<file path="config.mk">
export PLATFORM = sky130hd
export DESIGN_NAME = conv_sequencer
export DESIGN_NICKNAME = d
export VERILOG_FILES = /design/src/rtl/conv_sequencer_pkg.sv /design/src/rtl/conv_addr_gen.sv /design/src/rtl/conv_sequencer.sv
export SDC_FILE = /design/constraint.sdc
export NUM_CORES = 1
export LEC_CHECK = 0
export CAP_MARGIN = 25
export CORE_MARGIN = 2
export CORE_UTILIZATION = 47
export DETAILED_ROUTE_END_ITERATION = 8
export PLACE_DENSITY = 0.86
export SYNTH_ARGS = -nofsm -noshare
export SYNTH_HDL_FRONTEND = slang
export SYNTH_HIERARCHICAL = 1
export SYNTH_SLANG_ARGS = --single-unit
</file>
<file path="constraint.sdc">
create_clock -name clk -period 4.3 [get_ports clk]
set_clock_uncertainty 0.15 [all_clocks]
set_input_delay 0.43 -clock clk [delete_from_list [all_inputs] [get_ports clk]]
set_output_delay 0.43 -clock clk [all_outputs]
set_load 0.005 [all_outputs]
</file>
<file path="src/rtl/conv_sequencer_pkg.sv">
// Shared constants for the 3x3 convolution sequencer: FSM encoding, kernel and window timing.
package conv_sequencer_pkg;

  // FSM state encoding
  localparam logic [1:0] StIdle   = 2'd0;
  localparam logic [1:0] StRun    = 2'd1;
  localparam logic [1:0] StFinish = 2'd2;

  // Kernel geometry
  localparam int unsigned K    = 3;
  localparam int unsigned Taps = K * K;

  // One window: 9 read cycles, MAC cycles 1..9, write-back on the last phase
  localparam int unsigned WinLen = 11;
  localparam int unsigned PhaseW = 4;

  localparam logic [PhaseW-1:0] PhaseLastRd = PhaseW'(Taps - 1);
  localparam logic [PhaseW-1:0] PhaseWrite  = PhaseW'(WinLen - 1);

endpackage

</file>
<file path="src/rtl/conv_addr_gen.sv">
// Window row/col and tap-phase counters, plus the pixel, weight and output addresses they imply.
module conv_addr_gen
  import conv_sequencer_pkg::*;
#(
  parameter int unsigned IMG_W  = 8,
  parameter int unsigned IMG_H  = 8,
  parameter int unsigned PIX_AW = 6,
  parameter int unsigned OUT_AW = 6
) (
  input  logic              clk_i,
  input  logic              rst_ni,
  input  logic              clear_i,
  input  logic              step_i,
  output logic [PhaseW-1:0] phase_o,
  output logic              last_win_o,
  output logic [PIX_AW-1:0] pix_addr_o,
  output logic [3:0]        wt_addr_o,
  output logic [OUT_AW-1:0] out_addr_o
);

  localparam int unsigned RowW = $clog2(IMG_H);
  localparam int unsigned ColW = $clog2(IMG_W);

  localparam logic [RowW-1:0] RowLast = RowW'(IMG_H - 3);
  localparam logic [ColW-1:0] ColLast = ColW'(IMG_W - 3);

  logic [PhaseW-1:0] phase_d, phase_q;
  logic [RowW-1:0]   row_d, row_q;
  logic [ColW-1:0]   col_d, col_q;
  logic [1:0]        dr, dc;
  logic [31:0]       pix_lin, out_lin;
  logic              win_end;

  assign win_end    = step_i && (phase_q == PhaseWrite);
  assign last_win_o = (row_q == RowLast) && (col_q == ColLast);

  // Counter next state: phase wraps every window, col then row advance raster-order
  always_comb begin
    phase_d = phase_q;
    row_d   = row_q;
    col_d   = col_q;
    if (clear_i) begin
      phase_d = '0;
      row_d   = '0;
      col_d   = '0;
    end else if (step_i) begin
      phase_d = win_end ? '0 : phase_q + 1'b1;
      if (win_end && !last_win_o) begin
        if (col_q == ColLast) begin
          col_d = '0;
          row_d = row_q + 1'b1;
        end else begin
          col_d = col_q + 1'b1;
        end
      end
    end
  end

  // Counter state
  always_ff @(posedge clk_i or negedge rst_ni) begin
    if (!rst_ni) begin
      phase_q <= '0;
      row_q   <= '0;
      col_q   <= '0;
    end else begin
      phase_q <= phase_d;
      row_q   <= row_d;
      col_q   <= col_d;
    end
  end

  // Tap phase -> kernel row/col offset (phase/3, phase%3) without a divider
  always_comb begin
    dr = 2'd0;
    dc = 2'd0;
    unique case (phase_q)
      4'd0: begin dr = 2'd0; dc = 2'd0; end
      4'd1: begin dr = 2'd0; dc = 2'd1; end
      4'd2: begin dr = 2'd0; dc = 2'd2; end
      4'd3: begin dr = 2'd1; dc = 2'd0; end
      4'd4: begin dr = 2'd1; dc = 2'd1; end
      4'd5: begin dr = 2'd1; dc = 2'd2; end
      4'd6: begin dr = 2'd2; dc = 2'd0; end
      4'd7: begin dr = 2'd2; dc = 2'd1; end
      4'd8: begin dr = 2'd2; dc = 2'd2; end
      default: begin dr = 2'd0; dc = 2'd0; end
    endcase
  end

  // Linear addresses, computed at 32 bits so no intermediate can overflow
  always_comb begin
    pix_lin = (32'(row_q) + 32'(dr)) * 32'(IMG_W) + 32'(col_q) + 32'(dc);
    out_lin = 32'(row_q) * 32'(IMG_W - 2) + 32'(col_q);
  end

  assign phase_o    = phase_q;
  assign pix_addr_o = PIX_AW'(pix_lin);
  assign out_addr_o = OUT_AW'(out_lin);
  assign wt_addr_o  = phase_q;

endmodule

</file>
<file path="src/rtl/conv_sequencer.sv">
// Controller that walks a 3x3 kernel over the image, driving memories and the processing unit.
module conv_sequencer
  import conv_sequencer_pkg::*;
#(
  parameter int unsigned IMG_W  = 8,
  parameter int unsigned IMG_H  = 8,
  parameter int unsigned PIX_AW = 6,
  parameter int unsigned OUT_AW = 6
) (
  input  logic              clk,
  input  logic              reset_n,
  input  logic              start,
  output logic              busy,
  output logic              done,
  output logic              error,
  output logic              pix_rd_en,
  output logic [PIX_AW-1:0] pix_addr,
  output logic              wt_rd_en,
  output logic [3:0]        wt_addr,
  output logic              pu_start,
  input  logic              pu_done,
  input  logic [15:0]       pu_result,
  output logic              out_wr_en,
  output logic [OUT_AW-1:0] out_addr,
  output logic [15:0]       out_data
);

  logic [1:0]        state_d, state_q;
  logic              error_d, error_q;
  logic              accept, in_run, rd_phase, wr_phase;
  logic [PhaseW-1:0] phase;
  logic              last_win;
  logic [PIX_AW-1:0] gen_pix_addr;
  logic [3:0]        gen_wt_addr;
  logic [OUT_AW-1:0] gen_out_addr;

  assign accept   = (state_q == StIdle) && start;
  assign in_run   = (state_q == StRun);
  assign rd_phase = in_run && (phase <= PhaseLastRd);
  assign wr_phase = in_run && (phase == PhaseWrite);

  conv_addr_gen #(
    .IMG_W (IMG_W),
    .IMG_H (IMG_H),
    .PIX_AW(PIX_AW),
    .OUT_AW(OUT_AW)
  ) u_addr_gen (
    .clk_i     (clk),
    .rst_ni    (reset_n),
    .clear_i   (accept),
    .step_i    (in_run),
    .phase_o   (phase),
    .last_win_o(last_win),
    .pix_addr_o(gen_pix_addr),
    .wt_addr_o (gen_wt_addr),
    .out_addr_o(gen_out_addr)
  );

  // FSM next state and sticky missing-done flag
  always_comb begin
    state_d = state_q;
    error_d = error_q;
    unique case (state_q)
      StIdle: begin
        if (start) begin
          state_d = StRun;
          error_d = 1'b0;
        end
      end
      StRun: begin
        if (phase == PhaseWrite) begin
          if (!pu_done) error_d = 1'b1;
          if (last_win) state_d = StFinish;
        end
      end
      StFinish: state_d = StIdle;
      default:  state_d = StIdle;
    endcase
  end

  // FSM and error state
  always_ff @(posedge clk or negedge reset_n) begin
    if (!reset_n) begin
      state_q <= StIdle;
      error_q <= 1'b0;
    end else begin
      state_q <= state_d;
      error_q <= error_d;
    end
  end

  // Outputs are pure decodes of reset-cleared state, so reset zeroes them without waiting a clock
  always_comb begin
    busy      = (state_q != StIdle);
    done      = (state_q == StFinish);
    error     = error_q;
    pix_rd_en = rd_phase;
    wt_rd_en  = rd_phase;
    pix_addr  = rd_phase ? gen_pix_addr : '0;
    wt_addr   = rd_phase ? gen_wt_addr : '0;
    pu_start  = in_run && (phase != '0) && (phase != PhaseWrite);
    out_wr_en = wr_phase;
    out_addr  = wr_phase ? gen_out_addr : '0;
    out_data  = wr_phase ? pu_result : '0;
  end

endmodule

</file>
==> results.md, run 1 <==
* Asr flop ratio synth at 100%
* Post-synth top flop: dfrtp_1
* Finish-stage setup viols at 0
* Worst Path Required at 3.72 ns
* Final antenna diode count at 0
* Share of cells above drive strength 1 at 9.68%
* Critical Path AT at about 3.0 ns
* Fmax at 278 MHz
* Routed Antenna Nets at 0
* CP Class: flop to primary output
* Die Ht at 59.8 um
* Critical Path End Type: primary output
* Area Growth Syn to Fin at 38.7%
* Row count at 20
* DR vias at 1293
* Setup TNS at 0 ns
* Syn nets at 205
* Fin util at roughly 68%
* Final Cycle Share at 83.6%
* Synth unique cells at 44
* Worst-Margin Slew at 0.826 ns
* CTS Buf Count at 3
* Post-synth EDFFs at 0
* Routed len/inst at 13.0 um
* Status: complete, no violations
* Worst VDD drop at 339 uV
* RePlAce Congestion at 0.877
* Crit-path max cell delay at about 0.57 ns
* DRC Markers at 0
* CTS clk-pin slew, worst paths at roughly 0.080 ns
* Overall routed net length at approximately 3300 um
* Setup bufs post-CTS at 0
* RSZ-0062 raised after global routing: false
* Hold-fix buffer count after cts at 0
* Number of global-route vias before repair at about 1100
* Mapped cell area at 1460 sq um
* Drt via density at 5.17
* Maxcap violations at 0
* Pleak at 0.881 nW
* Delay-heaviest family, CP: adder cells
* Worst Hold Class: flop to flop
* Rel. slew slack at about 45%
* Initial antenna violation count at 0
* Final #Nets at 255
* CP max stage cell: fa_1
* Worst hold slack at 0.335 ns
* Largest net degree at the start of global routing at 25
* CTS root buffer: clkbuf_4
* Post-DP HPWL at around 2500 um
* I/O pins at 59
* Commonest non-fill, non-tap cells in the layout: clkdlybuf4s50_1 (58), and2_1 (24), dfrtp_1 (13), ha_1 (13), a21oi_1 (11)
* Fin. Hold Viols at 0
* Die width at 59.8 um
* Yosys warns at 6
* Max clock buf depth at 2
* Post-synthesis sequential area ratio at 22.2%
* CTS H-tree depth at 1
* Power Density at approximately 530 nW/um^2
* Min Clock Period, post-route at approximately 3.6 ns
* Worst Path Buf+Inv at 2
* Cells along the critical path: inv_1, ha_1, nand3b_1, o21ai_0, fa_1, nand2_1, nor3_1, xnor2_1, and2_2, clkdlybuf4s50_1
* Drt first pass iters at 4
* Max Slew Vio Count at 0
* First-pass GRT wire length at 4980 um
* CP max FO at 11
* Worst setup SP type: flop
* CORE AREA at roughly 3000 sq um
* Clk sinks at 13
* DRT iter0 DRCs at 30
* Most common cell after layout, fill and taps aside: clkdlybuf4s50_1
* Synthesized flop and latch total at 13
* Die area at roughly 3600 sq um
* Post-CTS resize count at 0
* Gr usage total at 18.3%
* Mapped Cells at 168
* Initial Util at 48.7%
* Overflow after GRT at 0
* Synthesized area per cell at 8.71 sq um
* CTS tree: built
* Port bufs at a little under 60
* Skew-Pair Late Insertion Delay at 0.29 ns
==> synth_stat cells, drive strengths merged (5+ instances only) <==
cell type  number  area share (%)
nor2            9             2.5
o21ai           5             1.7
buf             9             4.5
xnor2           5             3.0
ha             13              11
nand2           8             2.1
xor2            5             3.0
dfrtp          13              22
o31ai           5             2.6
and2           34              15
inv             8             2.1
a21oi          12             4.4
==> path summary, 6_finish.rpt <==
check | end | slack (ns) | depth (start not counted) | from
hold reg to reg | state_q[0]$_DFFE_PN0P_ | 0.33 | 1 | state_q[1]$_DFFE_PN0P_
setup / recovery | pix_addr[5] | 0.71 | 10 | u_addr_gen/phase_o[1]$_DFFE_PN0P_
setup reg to reg | u_addr_gen/row_q[0]$_DFFE_PN0P_ | 2.32 | 5 | state_q[1]$_DFFE_PN0P_
max in group asynchronous | u_addr_gen/phase_o[0]$_DFFE_PN0P_ | 3.21 | 1 | reset_n
min in group asynchronous | u_addr_gen/phase_o[2]$_DFFE_PN0P_ | 0.38 | 1 | reset_n
hold / removal | state_q[0]$_DFFE_PN0P_ | 0.33 | 1 | state_q[1]$_DFFE_PN0P_
==> kinds of logic (layout without fill, tap and decap cells) <==
family                     after synthesis  count (layout)  share of synthesized area [%]
and+or+nand+nor                         75              75                           33.4
AOI/OAI and AO/OA                       29              29                           12.4
buffers and inverters                   22              71                           8.04
adders and majority gates               17              17                           16.6
DFF                                     13              13                           22.2
xor gates and xnor gates                10              10                           5.99
muxes                                    2               2                           1.37
==> sequential cells by signal, indices dropped and copies added, names as in the netlist <==
name	count
error	1
state_q	2
u_addr_gen/col_q	3
u_addr_gen/phase_o	4
u_addr_gen/row_q	3
==> power by group <==
group | internal [mW] | total, mW | switching (mW)
clock | 0.0361 | 0.0803 | 0.0442
sequential | 0.163 | 0.267 | 0.104
combinational | 0.446 | 0.732 | 0.286
total | 0.645 | 1.08 | 0.434
==> through the flow <==
stage,cell area (sq um),setup slack [ns],power [mW],instances
floorplan,1460,1.59,0.709,168
global placement,2000,1.09,0.984,246
detailed placement,2000,1.08,1.00,246
CTS,2030,0.686,1.09,250
global route,2030,0.455,1.19,250
finish,2030,0.706,1.08,250
==> per-layer routing <==
metal  global-route usage, %  part of all wire (%)  vias to the layer above
met5                       0                     0                        -
met1                    25.7                    46                      594
met3                    4.55                   3.6                        5
met2                    28.0                    49                       30
met4                    5.08                  0.98                        0
li1                        -                     -                      664
==> area by class of cell <==
cell class	count	area, sq um
Tap cell	33	41.3
Timing Repair Buffer	58	581
Sequential cell	13	325
Clock buffer	4	26.3
Multi-Input combinational cell	133	1020
Fill cell	256	975
Inverter	9	35.0
Power figures use the tool's default switching activity.
==> run 2: changes to the inputs <==
--- a/config.mk
+++ b/config.mk
@@ -7,9 +7,9 @@
 export LEC_CHECK = 0
 export CAP_MARGIN = 25
 export CORE_MARGIN = 2
-export CORE_UTILIZATION = 47
+export CORE_UTILIZATION = 44
 export DETAILED_ROUTE_END_ITERATION = 8
-export PLACE_DENSITY = 0.86
+export PLACE_DENSITY = 0.81
 export SYNTH_ARGS = -nofsm -noshare
 export SYNTH_HDL_FRONTEND = slang
 export SYNTH_HIERARCHICAL = 1
==> constraint.sdc (replaced) <==
create_clock -name clk -period 3.65 [get_ports clk]
set_clock_uncertainty 0.15 [all_clocks]
set_input_delay 0.365 -clock clk [delete_from_list [all_inputs] [get_ports clk]]
set_output_delay 0.365 -clock clk [all_outputs]
set_load 0.005 [all_outputs]
==> results.md, run 2 (synthesis gave the netlist of run 1 again) <==
* Post-Place Cells at 258
* Overflow after GRT at 0
* Largest net degree at the start of global routing at 25
* Cells along the critical path: ha_1, mux2i_1, nor2_1, ha_1, fa_1, nand2_1, nor3_2, xnor2_1, and2_2, clkdlybuf4s50_1
* CP max stage cell: fa_1
* Most frequent CP cell: ha_1
* Number of global-route vias before repair at ~1300
* Rel. slew slack at 45.0%
* Largest register FFs at 4
* Maxcap violations at 0
* DP Worst Slack at 0.396 ns
* CP Class: flop to primary output
* DRT iter0 DRCs at 50
* Overall routed net length at approximately 3700 um
* Hold-fix buffer count after cts at 0
* Sw frac at around 40%
* Row count at 20
* CTS Buf Count at 3
* Die width at roughly 60 um
* DRC Markers at 0
* Status: complete, no violations
* Min Clock Period, post-route at 3.48 ns
* Setup bufs post-CTS at 0
* Sequential Power Share at 23.8%
* CORE AREA at 3100 sq um
* Worst-Margin Slew at 0.822 ns
* First-pass GRT wire length at 5640 um
* Routed Antenna Nets at 0
* End of the critical path: pix_addr[5]
* Max Slew Vio Count at 0
* Final #Nets at between 200 and 300
* Skew-Pair Late Insertion Delay at 0.28 ns
* Final Cycle Share at 95.4%
* CTS H-tree depth at 1
* Die Ht at 61.7 um
* CP max FO at 11
* Post-DP HPWL at 2980 um
* Clk network pwr share at 7.1%
* Port bufs at 58
* Critical Path AT at around 3.0 ns
* RSZ-0062 raised after global routing: false
* CTS tree: built
* Reg2reg path depth at 5
* Share of cells above drive strength 1 at 11.9%
* Pleak at between 0.8 and 0.9 nW
* I/O pins at 59
* Fin util at 66.3%
* Crit-path max cell delay at 0.52 ns
* Fin. Hold Viols at 0
* Gr usage total at 20.0%
* Worst Path Required at roughly 3.1 ns
* Clk sinks at 13
* Routed len/inst at about 14 um
* Pint at 0.770 mW
* Drt via density at 5.10
* Finish-stage setup viols at 0
* Worst reg2reg setup slack at 1.62 ns
* Initial antenna violation count at 0
* Most common cell after layout, fill and taps aside: clkdlybuf4s50_1
* Fill cells at 295
* Fmax at 287 MHz
* Setup crit start: u_addr_gen/phase_o[1]$_DFFE_PN0P_
* Worst Hold Class: input port to asynchronous set/reset pin
* Setup slack after layout at 0.167 ns
* CTS clk-pin slew, worst paths at 0.08 ns
* Drt first pass iters at 5
* Critical Path End Type: primary output
* Final antenna diode count at 0
* Die area at about 3800 sq um
* Initial Util at 47.1%
* Worst setup SP type: flop
* Finished Layout Cells at 262
* Psw at 0.535 mW
* RePlAce Congestion at 0.860
* Power Density at 634 nW/um^2
* CTS root buffer: clkbuf_4
* Area Growth Syn to Fin at 40.7%
* Worst r2r src: state_q[1]$_DFFE_PN0P_
* Capturing point of the worst reg2reg path: u_addr_gen/row_q[1]$_DFFE_PN0P_
* Worst VDD drop at 379 uV
* Logic pwr share at between 60% and 70%
* DR vias at 1335
* Setup TNS at 0 ns
* Max clock buf depth at 2
* Commonest non-fill, non-tap cells in the layout: clkdlybuf4s50_1 (58), and2_1 (24), ha_1 (13)
[run 2: cell types whose count changed in the layout (fill, tap and decap cells not counted)]
cell,before,now
buf_4,0,1
dfrtp_1,13,10
dfrtp_2,0,3
nor3_1,1,0
nor3_2,0,1
o21ai_0,4,3
o21ai_1,1,2
[run 2: metrics by stage]
step	hold WS [ns]	area, sq um	power (mW)
detailed placement	0.333	2020	1.21
floorplan	-0.0806	1460	0.835
CTS	0.331	2050	1.30
global route	0.346	2060	1.42
global placement	0.317	2020	1.18
finish	0.319	2060	1.30
[run 2: final cells by class]
type	instances	area, sq um	share of cell area, %
sequential	13	329	16.0
tap	44	55.1	2.67
multi-input combinational	133	1020	49.8
timing repair buffer	59	588	28.6
inverter	9	35.0	1.70
clock buffer	4	26.3	1.28
[run 2: timing repair]
| item | 4_1_cts | 5_1_grt |
|---|---|---|
| gates resized for setup | 0 | 5 |
| hold endpoints to repair | 0 | 0 |
| setup endpoints to repair | 0 | 3 |
[run 2: worst max-delay path: cells and delay by family, from the launching register on]
family        cells  cell delay (ns)
buf+inv           1             0.49
simple gates      4             0.45
xor+xnor          1             0.15
mux               1             0.15
flops             1             0.49
fa+ha+maj         3             0.96
[run 2: power by group through the flow]
stage	Clock [mW]	Sequential, mW	Combinational [mW]
floorplan	0	0.276	0.559
global placement	0	0.304	0.874
detailed placement	0	0.308	0.897
CTS	0.0989	0.305	0.900
global route	0.103	0.326	0.992
finish	0.0931	0.311	0.901
[run 2: worst min-delay path by stage]
stage	slack, ns	depth (start not counted)	end	startpoint
detailed placement	0.33	1	state_q[0]$_DFFE_PN0P_	state_q[1]$_DFFE_PN0P_
floorplan	-0.08	0	error$_DFFE_PN0P_	reset_n
CTS	0.33	1	u_addr_gen/col_q[2]$_DFFE_PN0P_	reset_n
finish	0.32	1	u_addr_gen/phase_o[3]$_DFFE_PN0P_	reset_n
global placement	0.32	1	state_q[0]$_DFFE_PN0P_	state_q[1]$_DFFE_PN0P_
global route	0.35	1	u_addr_gen/phase_o[3]$_DFFE_PN0P_	reset_n
[run 2: per-layer routing]
| metal | vias up | track usage [%] | share of wire, % |
|---|---|---|---|
| met4 | 0 | 4.86 | 0.24 |
| met1 | 627 | 24.5 | 41 |
| met5 | - | 0 | 0 |
| met2 | 38 | 35.0 | 53 |
| met3 | 2 | 5.04 | 5.8 |
| li1 | 668 | - | - |
